===== src/rtl/fetch_prefetch_queue_if.sv =====
// Instruction-memory request/response bundle for the fetch front-end.
// Handshake: a request transfers on a clock edge where imem_req && imem_ready; the master
// holds imem_addr stable while imem_req is high and imem_ready is low. Exactly one imem_rvalid
// pulse returns per accepted request, in order, and there is no backpressure on responses.
interface fetch_prefetch_queue_if;
    logic        imem_req;
    logic [31:0] imem_addr;
    logic        imem_ready;
    logic        imem_rvalid;
    logic [31:0] imem_rdata;

    modport master (
        output imem_req,
        output imem_addr,
        input  imem_ready,
        input  imem_rvalid,
        input  imem_rdata
    );

    modport slave (
        input  imem_req,
        input  imem_addr,
        output imem_ready,
        output imem_rvalid,
        output imem_rdata
    );
endinterface


===== src/rtl/fetch_prefetch_queue.sv =====
// Fetch front-end: issues one word fetch at a time and buffers returned words with their PC
// in a small FIFO whose head feeds the IF/ID register. Redirects flush the queue and any in-flight word.
module fetch_prefetch_queue #(
    parameter int          DEPTH    = 4,
    parameter logic [31:0] RESET_PC = 32'h0,
    parameter logic [31:0] PC_STEP  = 32'h1,
    localparam int         PTR_W    = $clog2(DEPTH),
    localparam int         CNT_W    = PTR_W + 1
) (
    input  logic                  clk,
    input  logic                  reset,
    input  logic                  en,
    input  logic                  load_en,
    input  logic [31:0]           pc_next,
    fetch_prefetch_queue_if.master imem,
    output logic [31:0]           current_instruction,
    output logic [31:0]           current_pc,
    output logic                  instr_valid,
    output logic [1:0]            dbg_state,
    output logic [CNT_W-1:0]      dbg_count
);

    typedef enum logic [1:0] {
        S_IDLE    = 2'd0,
        S_WAIT    = 2'd1,
        S_DISCARD = 2'd2
    } state_t;

    localparam logic [CNT_W-1:0] FULL_COUNT = CNT_W'(DEPTH);

    state_t            r_state;
    state_t            w_state_next;
    logic [31:0]       r_fetch_pc;
    logic [31:0]       r_req_pc;
    logic [31:0]       r_fifo_instr [DEPTH];
    logic [31:0]       r_fifo_pc    [DEPTH];
    logic [PTR_W-1:0]  r_rd_ptr;
    logic [PTR_W-1:0]  r_wr_ptr;
    logic [CNT_W-1:0]  r_count;

    logic w_not_empty;
    logic w_issue;
    logic w_handshake;
    logic w_push;
    logic w_pop;

    // Only IDLE issues, so count < DEPTH already reserves a slot for the outstanding word.
    always_comb begin
        w_not_empty = (r_count != '0);
        w_issue     = (r_state == S_IDLE) && (r_count < FULL_COUNT) && !load_en && !reset;
        w_handshake = w_issue && imem.imem_ready;
        w_push      = (r_state == S_WAIT) && imem.imem_rvalid && !load_en;
        w_pop       = w_not_empty && en && !load_en;
    end

    always_comb begin
        w_state_next = r_state;
        case (r_state)
            S_IDLE: begin
                if (w_handshake) w_state_next = S_WAIT;
            end
            S_WAIT: begin
                if (imem.imem_rvalid)  w_state_next = S_IDLE;
                else if (load_en)      w_state_next = S_DISCARD;
            end
            S_DISCARD: begin
                if (imem.imem_rvalid)  w_state_next = S_IDLE;
            end
            default: w_state_next = S_IDLE;
        endcase
    end

    always_ff @(posedge clk) begin
        if (reset) r_state <= S_IDLE;
        else       r_state <= w_state_next;
    end

    always_ff @(posedge clk) begin
        if (reset) begin
            r_fetch_pc <= RESET_PC;
            r_req_pc   <= '0;
        end else if (load_en) begin
            r_fetch_pc <= pc_next;
        end else if (w_handshake) begin
            r_req_pc   <= r_fetch_pc;
            r_fetch_pc <= r_fetch_pc + PC_STEP;
        end
    end

    always_ff @(posedge clk) begin
        if (reset || load_en) begin
            r_rd_ptr <= '0;
            r_wr_ptr <= '0;
            r_count  <= '0;
        end else begin
            if (w_push) r_wr_ptr <= r_wr_ptr + PTR_W'(1);
            if (w_pop)  r_rd_ptr <= r_rd_ptr + PTR_W'(1);
            case ({w_push, w_pop})
                2'b10:   r_count <= r_count + CNT_W'(1);
                2'b01:   r_count <= r_count - CNT_W'(1);
                default: r_count <= r_count;
            endcase
        end
    end

    always_ff @(posedge clk) begin
        if (w_push) begin
            r_fifo_instr[r_wr_ptr] <= imem.imem_rdata;
            r_fifo_pc[r_wr_ptr]    <= r_req_pc;
        end
    end

    assign imem.imem_req  = w_issue;
    assign imem.imem_addr = r_fetch_pc;

    assign instr_valid         = w_not_empty;
    assign current_instruction = w_not_empty ? r_fifo_instr[r_rd_ptr] : 32'h0;
    assign current_pc          = w_not_empty ? r_fifo_pc[r_rd_ptr]    : 32'h0;

    assign dbg_state = r_state;
    assign dbg_count = r_count;

endmodule


===== src/flat_wrapper.sv =====
// flat-port wrapper written by rule: the top's interface ports become plain ports
module fetch_prefetch_queue_flat 
#(
    parameter int          DEPTH    = 4,
    parameter logic [31:0] RESET_PC = 32'h0,
    parameter logic [31:0] PC_STEP  = 32'h1,
    localparam int         PTR_W    = $clog2(DEPTH),
    localparam int         CNT_W    = PTR_W + 1
)
  (clk, reset, en, load_en, pc_next, current_instruction, current_pc, instr_valid, dbg_state, dbg_count, imem_imem_req, imem_imem_addr, imem_imem_ready, imem_imem_rvalid, imem_imem_rdata);
  fetch_prefetch_queue_if imem_i ();
  input  logic clk;
  input  logic reset;
  input  logic en;
  input  logic load_en;
  input  logic [31:0] pc_next;
  output logic [31:0] current_instruction;
  output logic [31:0] current_pc;
  output logic instr_valid;
  output logic [1:0] dbg_state;
  output logic [CNT_W-1:0] dbg_count;
  output wire logic [$bits(imem_i.imem_req)-1:0] imem_imem_req;
  output wire logic [$bits(imem_i.imem_addr)-1:0] imem_imem_addr;
  input wire logic [$bits(imem_i.imem_ready)-1:0] imem_imem_ready;
  input wire logic [$bits(imem_i.imem_rvalid)-1:0] imem_imem_rvalid;
  input wire logic [$bits(imem_i.imem_rdata)-1:0] imem_imem_rdata;
  assign imem_imem_req = imem_i.imem_req;
  assign imem_imem_addr = imem_i.imem_addr;
  assign imem_i.imem_ready = imem_imem_ready;
  assign imem_i.imem_rvalid = imem_imem_rvalid;
  assign imem_i.imem_rdata = imem_imem_rdata;
  fetch_prefetch_queue #(.DEPTH(DEPTH), .RESET_PC(RESET_PC), .PC_STEP(PC_STEP)) u_core (.clk(clk), .reset(reset), .en(en), .load_en(load_en), .pc_next(pc_next), .imem(imem_i), .current_instruction(current_instruction), .current_pc(current_pc), .instr_valid(instr_valid), .dbg_state(dbg_state), .dbg_count(dbg_count));
endmodule

===== config.mk =====
export PLATFORM = sky130hd
export DESIGN_NAME = fetch_prefetch_queue_flat
export DESIGN_NICKNAME = d
export VERILOG_FILES = /design/src/rtl/fetch_prefetch_queue_if.sv /design/src/rtl/fetch_prefetch_queue.sv /design/src/flat_wrapper.sv
export SDC_FILE = /design/constraint.sdc
export NUM_CORES = 1
export LEC_CHECK = 0
export CAP_MARGIN = 20
export CORE_AREA = 2 2 156 158
export DETAILED_ROUTE_END_ITERATION = 16
export DIE_AREA = 0 0 158 160
export DONT_BUFFER_PORTS = 1
export PLACE_DENSITY = 0.68
export SLEW_MARGIN = 20
export SYNTH_ARGS = -nofsm -noshare
export SYNTH_HDL_FRONTEND = slang
export SYNTH_SLANG_ARGS = --single-unit

===== constraint.sdc =====
create_clock -name clk -period 5.1 [get_ports clk]
set_input_delay 0.765 -clock clk [delete_from_list [all_inputs] [get_ports clk]]
set_output_delay 0.765 -clock clk [all_outputs]
set_load 0.05 [all_outputs]

== Word-level counts from Yosys, hierarchy flattened ==
Memories as Yosys holds them, arrays and structs flattened. A register that Yosys moved wholly into a read port is not among the register bits.
Index checks and enable logic that the tools add are counted.

* Eq/ne operators: 7
* Multiplexer cells: 16
* Reductions and logical operators: 17
* Order comparisons: 1
* $add $sub $neg: 5
* Bitwise logic cells: 1

{| class="wikitable"
|+ Operators with widths
! cell !! number
|-
| $mux W32 || 4
|-
| $add A32 B1 Y32 const B || 1
|-
| $mux W2 || 8
|-
| $logic_and A1 B1 Y1 || 8
|-
| $pmux W2 S3 || 1
|-
| $pmux W3 S2 || 1
|-
| $add A2 B1 Y2 const B || 2
|-
| $eq A2 B1 Y1 const B || 2
|-
| $eq A2 B2 Y1 const B || 2
|-
| $reduce_bool A2 Y1 || 2
|-
| $add A3 B1 Y3 const B || 1
|-
| $lt A3 B3 Y1 const B || 1
|-
| $ne A3 B3 Y1 const B || 1
|-
| $reduce_and A3 Y1 || 1
|-
| $reduce_bool A3 Y1 || 1
|-
| $sub A3 B1 Y3 const B || 1
|-
| $logic_not A1 Y1 || 2
|-
| $logic_not A2 Y1 || 1
|-
| $mux W1 || 2
|-
| $ne A2 B1 Y1 const B || 1
|-
| $ne A2 B2 Y1 const B || 1
|-
| $reduce_and A2 Y1 || 1
|-
| $logic_or A1 B1 Y1 || 1
|-
| $not A1 Y1 || 1
|}

* RAM bits: 256
* Output and inout port bits: 103
* Logic and storage cells: 55
* Input port bits: 70
* Memories kept: 2
* Register bits: 73

{| class="wikitable"
|+ Memory list
! memory !! depth !! width !! read ports !! clocked after memory_dff !! write ports !! line !! RTL
|-
| u_core.r_fifo_instr || 4 || 32 || 1 || 1 || 1 || fetch_prefetch_queue.sv:35 || <nowiki>logic [31:0] r_fifo_instr [DEPTH];</nowiki>
|-
| u_core.r_fifo_pc || 4 || 32 || 1 || 1 || 1 || fetch_prefetch_queue.sv:36 || <nowiki>logic [31:0] r_fifo_pc [DEPTH];</nowiki>
|}

== Longest topological paths before layout ==
Gate-level depths: netlist of run 1.

* Depth in word-level cells: 7
* Mapped depth: 10
* Mapped depth without buffers: 10

== Worst setup path before layout of run 1 ==
No wires, ideal clock.

* Kind: input to output
* From: in load_en
* To: out imem_imem_req
* Setup slack: 1711 ps
* Path buffers: 1
* Arrival: 2624 ps
* Required time: 4335 ps
* Stages: 3
* Cell sequence: or2_2 > clkbuf_1 > nor4_1

* Cells in the longest elaborated chain, start to end: 3

{| class="wikitable"
|+ Ends and longest elaborated chain
! element !! line !! RTL
|-
| from (decl) || flat_wrapper.sv:15 || <nowiki>input logic load_en;</nowiki>
|-
| $logic_not A1 Y1 || fetch_prefetch_queue.sv:50 || <nowiki>w_issue = (r_state == S_IDLE) && (r_count < FULL_COUNT) && !load_en && !reset;</nowiki>
|-
| $logic_and A1 B1 Y1 (2 in a row) || fetch_prefetch_queue.sv:50 ||
|-
| to (decl) || flat_wrapper.sv:22 || <nowiki>output wire logic [$bits(imem_i.imem_req)-1:0] imem_imem_req;</nowiki>
|}

No other way between the ends.

== Final worst setup path of run 1 ==
* From: reg u_core.r_count[2], in the netlist u_core.dbg_count[2]
* To: out current_pc[8]

* Cells in the longest elaborated chain, start to end: 2

{| class="wikitable"
|+ Ends and longest elaborated chain
! element !! line !! RTL
|-
| from (decl) || fetch_prefetch_queue.sv:39 || <nowiki>logic [CNT_W-1:0] r_count;</nowiki>
|-
| from (signal assigned) || fetch_prefetch_queue.sv:99 || <nowiki>2'b10: r_count <= r_count + CNT_W'(1);</nowiki>
|-
| from (signal assigned) || fetch_prefetch_queue.sv:100 || <nowiki>2'b01: r_count <= r_count - CNT_W'(1);</nowiki>
|-
| from (signal assigned) || fetch_prefetch_queue.sv:101 || <nowiki>default: r_count <= r_count;</nowiki>
|-
| $reduce_bool A3 Y1 || fetch_prefetch_queue.sv:49 || <nowiki>w_not_empty = (r_count != '0);</nowiki>
|-
| net instr_valid || flat_wrapper.sv:19 || <nowiki>output logic instr_valid;</nowiki>
|-
| $mux W32 || fetch_prefetch_queue.sv:118 || <nowiki>assign current_pc = w_not_empty ? r_fifo_pc[r_rd_ptr] : 32'h0;</nowiki>
|-
| to (decl) || flat_wrapper.sv:18 || <nowiki>output logic [31:0] current_pc;</nowiki>
|}

The timed path passes the listed nets, and every way through them passes these cells.

==> results.sh, run 1 <==
export IMPL_status="completed"
export IMPL_nets=915
export IMPL_netlist_instances=840
export IMPL_place_inst=1124
export IMPL_rsz0062_at_grt="false"
export IMPL_finalClockSkew_ps=17.6
export IMPL_cts_resized=0
export IMPL_finalHoldViolCount=0
export IMPL_gp_congestion=0.857
export IMPL_final_setup_viol_count=0
export IMPL_ys_seq_elements=331
export IMPL_drc=0
export IMPL_fin_cells=1187
export IMPL_io_buffers=0
export IMPL_cts_buffer_depth=3
export IMPL_clk_latency_ps=500
export IMPL_cap_viol_max_count=0
export IMPL_fin_crit_ps=3770
export IMPL_start_kind="flip-flop"
export IMPL_synth_edf_count=256
export IMPL_hp_class="in2reg"
export IMPL_syn_nets=917
export IMPL_dieArea_um2=25300
export IMPL_drt_wirelength_per_cell_um=21.8
export IMPL_grt_first_pass_wirelength_um=40000
export IMPL_synth_flop_cell="edfxtp_1"
export IMPL_min_period_over_period_pct=73.9
export IMPL_ys_seq_area_share_pct=70.3
export IMPL_core_area_um2=23800
export IMPL_first_pass_iters=5
export IMPL_cts_setup_buffers=0
export IMPL_dieWidth_um=158
export IMPL_multi_input_comb_area_um2=3710
export IMPL_worstPathRequired_ps=4340
export IMPL_drt_iter0_drc=517
export IMPL_clock_sinks=331
export IMPL_power_uw=5580
export IMPL_fmax_mhz=265
export IMPL_path_max_fanout=50
export IMPL_async_flop_share_pct=0
export IMPL_ys_warn_count=0
export IMPL_tightest_slew_ps=998
export IMPL_maxSlewHeadroom_pct=33.5
export IMPL_avgSynthCellArea_um2=15.6
export IMPL_worstSetupPathType="reg2out"
export IMPL_fp_dieH_um=160
export IMPL_tritoncts="done"
export IMPL_n_fill_cell=1782
export IMPL_cts_hold_buf=0
export IMPL_root_buffer="clkbuf_16"
export IMPL_dr_total_vias=7010
export IMPL_antenna_found_initial=0
export IMPL_drive_above_1_share_pct=16.8
export IMPL_end_kind="output pin"
export IMPL_seqCellArea_um2=9200
export IMPL_rows=57
export IMPL_final_common_cell="edfxtp_1"
export IMPL_initial_utilization_pct=54.9
export IMPL_pwr_density_cell_nw_per_um2=384
export IMPL_insertedDiodeCount=0
export IMPL_ant_nets=0
export IMPL_vias_per_cell=5.91
export IMPL_grt_use_total_pct=20.6
export IMPL_final_cell_mix="edfxtp_1 (256), nand2_1 (96), dfxtp_1 (73)"
export IMPL_fin_hold_ws_ps=331
export IMPL_slew_viol_final=0
export IMPL_gr_total_overflow=0
export IMPL_finalSetupTns_ps=0
export IMPL_dp_hpwl_um=15300
export IMPL_htreeDepth=2
export IMPL_p_leak_uw=0.00451
export IMPL_critPathArrivalTime_ps=3000
export IMPL_netlist_area_um2=13100
export IMPL_cts_clk_slew_worst_paths_ps=50
export IMPL_grt_pass1_vias=7100
export IMPL_ys_types=52
export IMPL_grt_max_degree=68
export IMPL_area_growth_syn_to_layout_pct=11.2
export IMPL_cts_buffers=35
export IMPL_ir_drop_uv=223
export IMPL_pin_count=173
export IMPL_routed_wl_um=25800
-- worst max-delay path, cell delays in order (launching register included) --
cell and delay (ps):
dfxtp_1 760, or3_2 800, buf_4 410, and2_1 500
-- kinds of logic (layout without fill, tap and decap cells) --
family / after synthesis / in the layout / synth area share (%)
buf+inv: 55 / 78 / 1.59
fa+ha+maj: 7 / 7 / 0.727
xor+xnor: 23 / 23 / 1.54
compound gates: 91 / 91 / 4.05
simple gates: 265 / 265 / 10.5
mux: 68 / 68 / 11.3
flops: 331 / 331 / 70.3
-- path summary, 6_finish.rpt --
kind / from / endpoint / slack [ps] / cells after the start
worst max register to register: u_core.dbg_count[2] / u_core.dbg_count[2] / 1880 / 9
worst max-delay path: u_core.dbg_count[2] / current_pc[8] / 1330 / 3
worst min register to register: u_core.r_req_pc[4] / u_core.r_req_pc[4] / 490 / 2
worst min-delay path: reset / u_core.imem.imem_addr[11] / 330 / 1
-- synth_stat cells (all sizes together) (10+ instances only) --
cell type / n / area share, %
edfxtp: 256 / 59
nand2: 96 / 2.8
dfxtp: 75 / 11
and2: 69 / 3.3
mux4: 64 / 11
a21oi: 55 / 2.1
clkbuf: 38 / 1.1
nor2: 34 / 0.98
nand4: 17 / 0.81
xor2: 14 / 0.94
nand3: 10 / 0.42
-- final cells by class --
type                       instances  area share (%)
timing repair buffer               7           0.499
clock buffer                      43            6.59
sequential                       331            63.2
inverter                           9           0.232
tap                              324            2.79
multi-input combinational        454            25.5
clock inverter                    19            1.17
-- sequential cells by signal (all words and copies together) (netlist names), named ones only --
signal	flops
u_core.r_rd_ptr	2
u_core.dbg_count	3
u_core.imem.imem_addr	32
u_core.dbg_state	2
u_core.r_fifo_pc	128
u_core.r_wr_ptr	2
u_core.r_fifo_instr	128
u_core.r_req_pc	32
-- through the flow --
stage | utilization (%) | area [um^2] | setup WS [ps]
2_1_floorplan | - | 13100 | 1710
3_3_place_gp | 56.2 | 13400 | 1860
3_5_place_dp | 56.2 | 13400 | 1790
4_1_cts | 60.9 | 14500 | 1250
5_1_grt | 61.1 | 14500 | 1140
6_report | 61.1 | 14500 | 1330
-- routing by layer --
layer	GRT usage (%)	share of wire, %	wire (um)
met2	32.6	48	12300
met1	28.3	42	10800
met4	5.69	1.9	478
met5	0	0	0
met3	6.16	8.8	2280
-- power by group --
part	internal (uW)	switching [uW]	leakage (uW)
registers	2920	103	0.00287
clock network	1490	978	0.000561
logic	37.2	58.8	0.00108
total	4440	1140	0.00451
(Power assumes the default switching activity.)
==> run 2, diff against run 1 <==
--- a/config.mk
+++ b/config.mk
@@ -10,7 +10,7 @@
 export DETAILED_ROUTE_END_ITERATION = 16
 export DIE_AREA = 0 0 158 160
 export DONT_BUFFER_PORTS = 1
-export PLACE_DENSITY = 0.68
+export PLACE_DENSITY = 0.71
 export SLEW_MARGIN = 20
 export SYNTH_ARGS = -nofsm -noshare
 export SYNTH_HDL_FRONTEND = slang
==> constraint.sdc (replaced) <==
create_clock -name clk -period 3.4 [get_ports clk]
set_input_delay 0.51 -clock clk [delete_from_list [all_inputs] [get_ports clk]]
set_output_delay 0.51 -clock clk [all_outputs]
set_load 0.05 [all_outputs]
==> results.sh, run 2 (synthesis results as in run 1) <==
export IMPL_status="completed"
export IMPL_cts_buffers=34
export IMPL_rsz0062_at_grt="false"
export IMPL_fp_dieH_um=160
export IMPL_area_growth_syn_to_layout_pct=13.2
export IMPL_drc=0
export IMPL_worstSetupPathType="reg2out"
export IMPL_first_pass_iters=5
export IMPL_root_buffer="clkbuf_16"
export IMPL_path_max_fanout=23
export IMPL_pin_count=173
export IMPL_cts_hold_buf=0
export IMPL_crit_path_max_incr_delay_ps=670
export IMPL_core_area_um2=23800
export IMPL_cap_viol_max_count=0
export IMPL_fin_hold_ws_ps=74.6
export IMPL_drt_wirelength_per_cell_um=22.5
export IMPL_tritoncts="done"
export IMPL_finalHoldViolCount=0
export IMPL_end_kind="output pin"
export IMPL_top_regs="u_core.r_fifo_instr (128), u_core.r_fifo_pc (128)"
export IMPL_drt_iter0_drc=514
export IMPL_slowest_stage="dfxtp_4"
export IMPL_slew_viol_final=0
export IMPL_crit_chain="buf_12, mux4_2, and2_1"
export IMPL_final_cell_mix="edfxtp_1 (256), nand2_1 (96), dfxtp_1 (73)"
export IMPL_cp_buffers_inverters=1
export IMPL_cp_top_family="flip-flops"
export IMPL_ant_nets=0
export IMPL_pwr_density_cell_nw_per_um2=556
export IMPL_finalSetupTns_ps=0
export IMPL_dieArea_um2=25300
export IMPL_postPlaceCellArea_um2=13700
export IMPL_final_cell_area_um2=14800
export IMPL_hp_class="in2reg"
export IMPL_initial_utilization_pct=54.9
export IMPL_maxSlewHeadroom_pct=49.7
export IMPL_final_common_cell="edfxtp_1"
export IMPL_grt_max_degree=68
export IMPL_multi_input_comb_area_um2=3710
export IMPL_finalClockSkew_ps=8.79
export IMPL_final_setup_viol_count=0
export IMPL_n_fill_cell=1740
export IMPL_start_kind="flip-flop"
export IMPL_grt_pass1_vias=7447
export IMPL_seqCellArea_um2=9200
export IMPL_cts_resized=0
export IMPL_gr_total_overflow=0
export IMPL_htreeDepth=2
export IMPL_worstPathRequired_ps=2890
export IMPL_io_buffers=0
export IMPL_fmax_mhz=345
export IMPL_insertedDiodeCount=0
export IMPL_vias_per_cell=5.95
export IMPL_antenna_found_initial=0
export IMPL_nets=949
export IMPL_routed_wl_um=27400
export IMPL_clock_sinks=331
export IMPL_drive_above_1_share_pct=19.6
export IMPL_fin_crit_ps=2890
export IMPL_min_period_over_period_pct=85.1
export IMPL_dr_total_vias=7235
export IMPL_power_uw=8230
export IMPL_tightest_slew_ps=754
export IMPL_critPathArrivalTime_ps=2380
export IMPL_p_leak_uw=0.00466
export IMPL_rows=57
export IMPL_grt_use_total_pct=22.4
export IMPL_gp_congestion=0.864
export IMPL_clk_latency_ps=500
export IMPL_cts_clk_slew_worst_paths_ps=60
export IMPL_post_route_util_pct=62.1
export IMPL_grt_first_pass_wirelength_um=43000
export IMPL_cts_buffer_depth=3
export IMPL_dp_hpwl_um=17800
export IMPL_cts_setup_buffers=0
export IMPL_ir_drop_uv=299
export IMPL_dieWidth_um=158
[run 2: cell count changes in the layout (fill, tap and decap cells not counted)]
cell	before	now
clkinv_2	8	3
clkbuf_16	37	36
clkbuf_8	1	2
buf_16	1	0
buf_12	0	6
bufinv_16	3	2
clkbuf_1	5	7
clkinvlp_4	0	2
buf_4	6	36
clkinv_4	1	0
clkinv_1	7	4
[run 2: worst register-to-register path, cell delays in order (launching register included)]
cell	delay [ps]
dfxtp_1	770
nor2b_1	380
nand2_1	160
nor2_1	290
inv_1	90
ha_1	210
inv_1	80
fa_1	180
xor2_1	80
or3_1	310
a21oi_1	150
[run 2: final cells by class]
class | count | share of cell area, %
clock buffer | 45 | 6.45
multi-input combinational | 454 | 25.0
timing repair buffer | 42 | 2.64
clock inverter | 11 | 0.744
sequential | 331 | 62.2
tap | 324 | 2.74
inverter | 9 | 0.228
[run 2: worst paths after layout]
| check | startpoint | endpoint | slack (ps) | cells after the start |
|---|---|---|---|---|
| worst max-delay path | flip-flop | current_pc[29] | 510 | 3 |
| worst min-delay path | reset | u_core.imem.imem_addr[30] | 70 | 1 |
| worst max register to register | u_core.dbg_state[0] | u_core.dbg_count[2] | 620 | 10 |
| worst min register to register | u_core.r_req_pc[5] | u_core.r_req_pc[5] | 500 | 2 |
[run 2: layer usage]
layer / vias to the layer above / part of all wire [%] / track usage, %
met4: 0 / 2.4 / 7.33
met3: 41 / 11 / 7.44
met5: - / 0 / 0
met2: 333 / 46 / 34.3
met1: 3603 / 40 / 30.6
li1: 3258 / - / -
[run 2: report_power, final]
part / switching [uW] / internal [uW]
registers: 74.5 / 4370
logic: 174 / 76.3
clock network: 1410 / 2120
total: 1660 / 6570
[run 2: through the flow]
step	instances	setup WS (ps)
after global placement	1160	740
after detailed placement	1160	612
after global routing	1216	366
after floorplan	840	183
final	1216	505
after CTS	1216	436
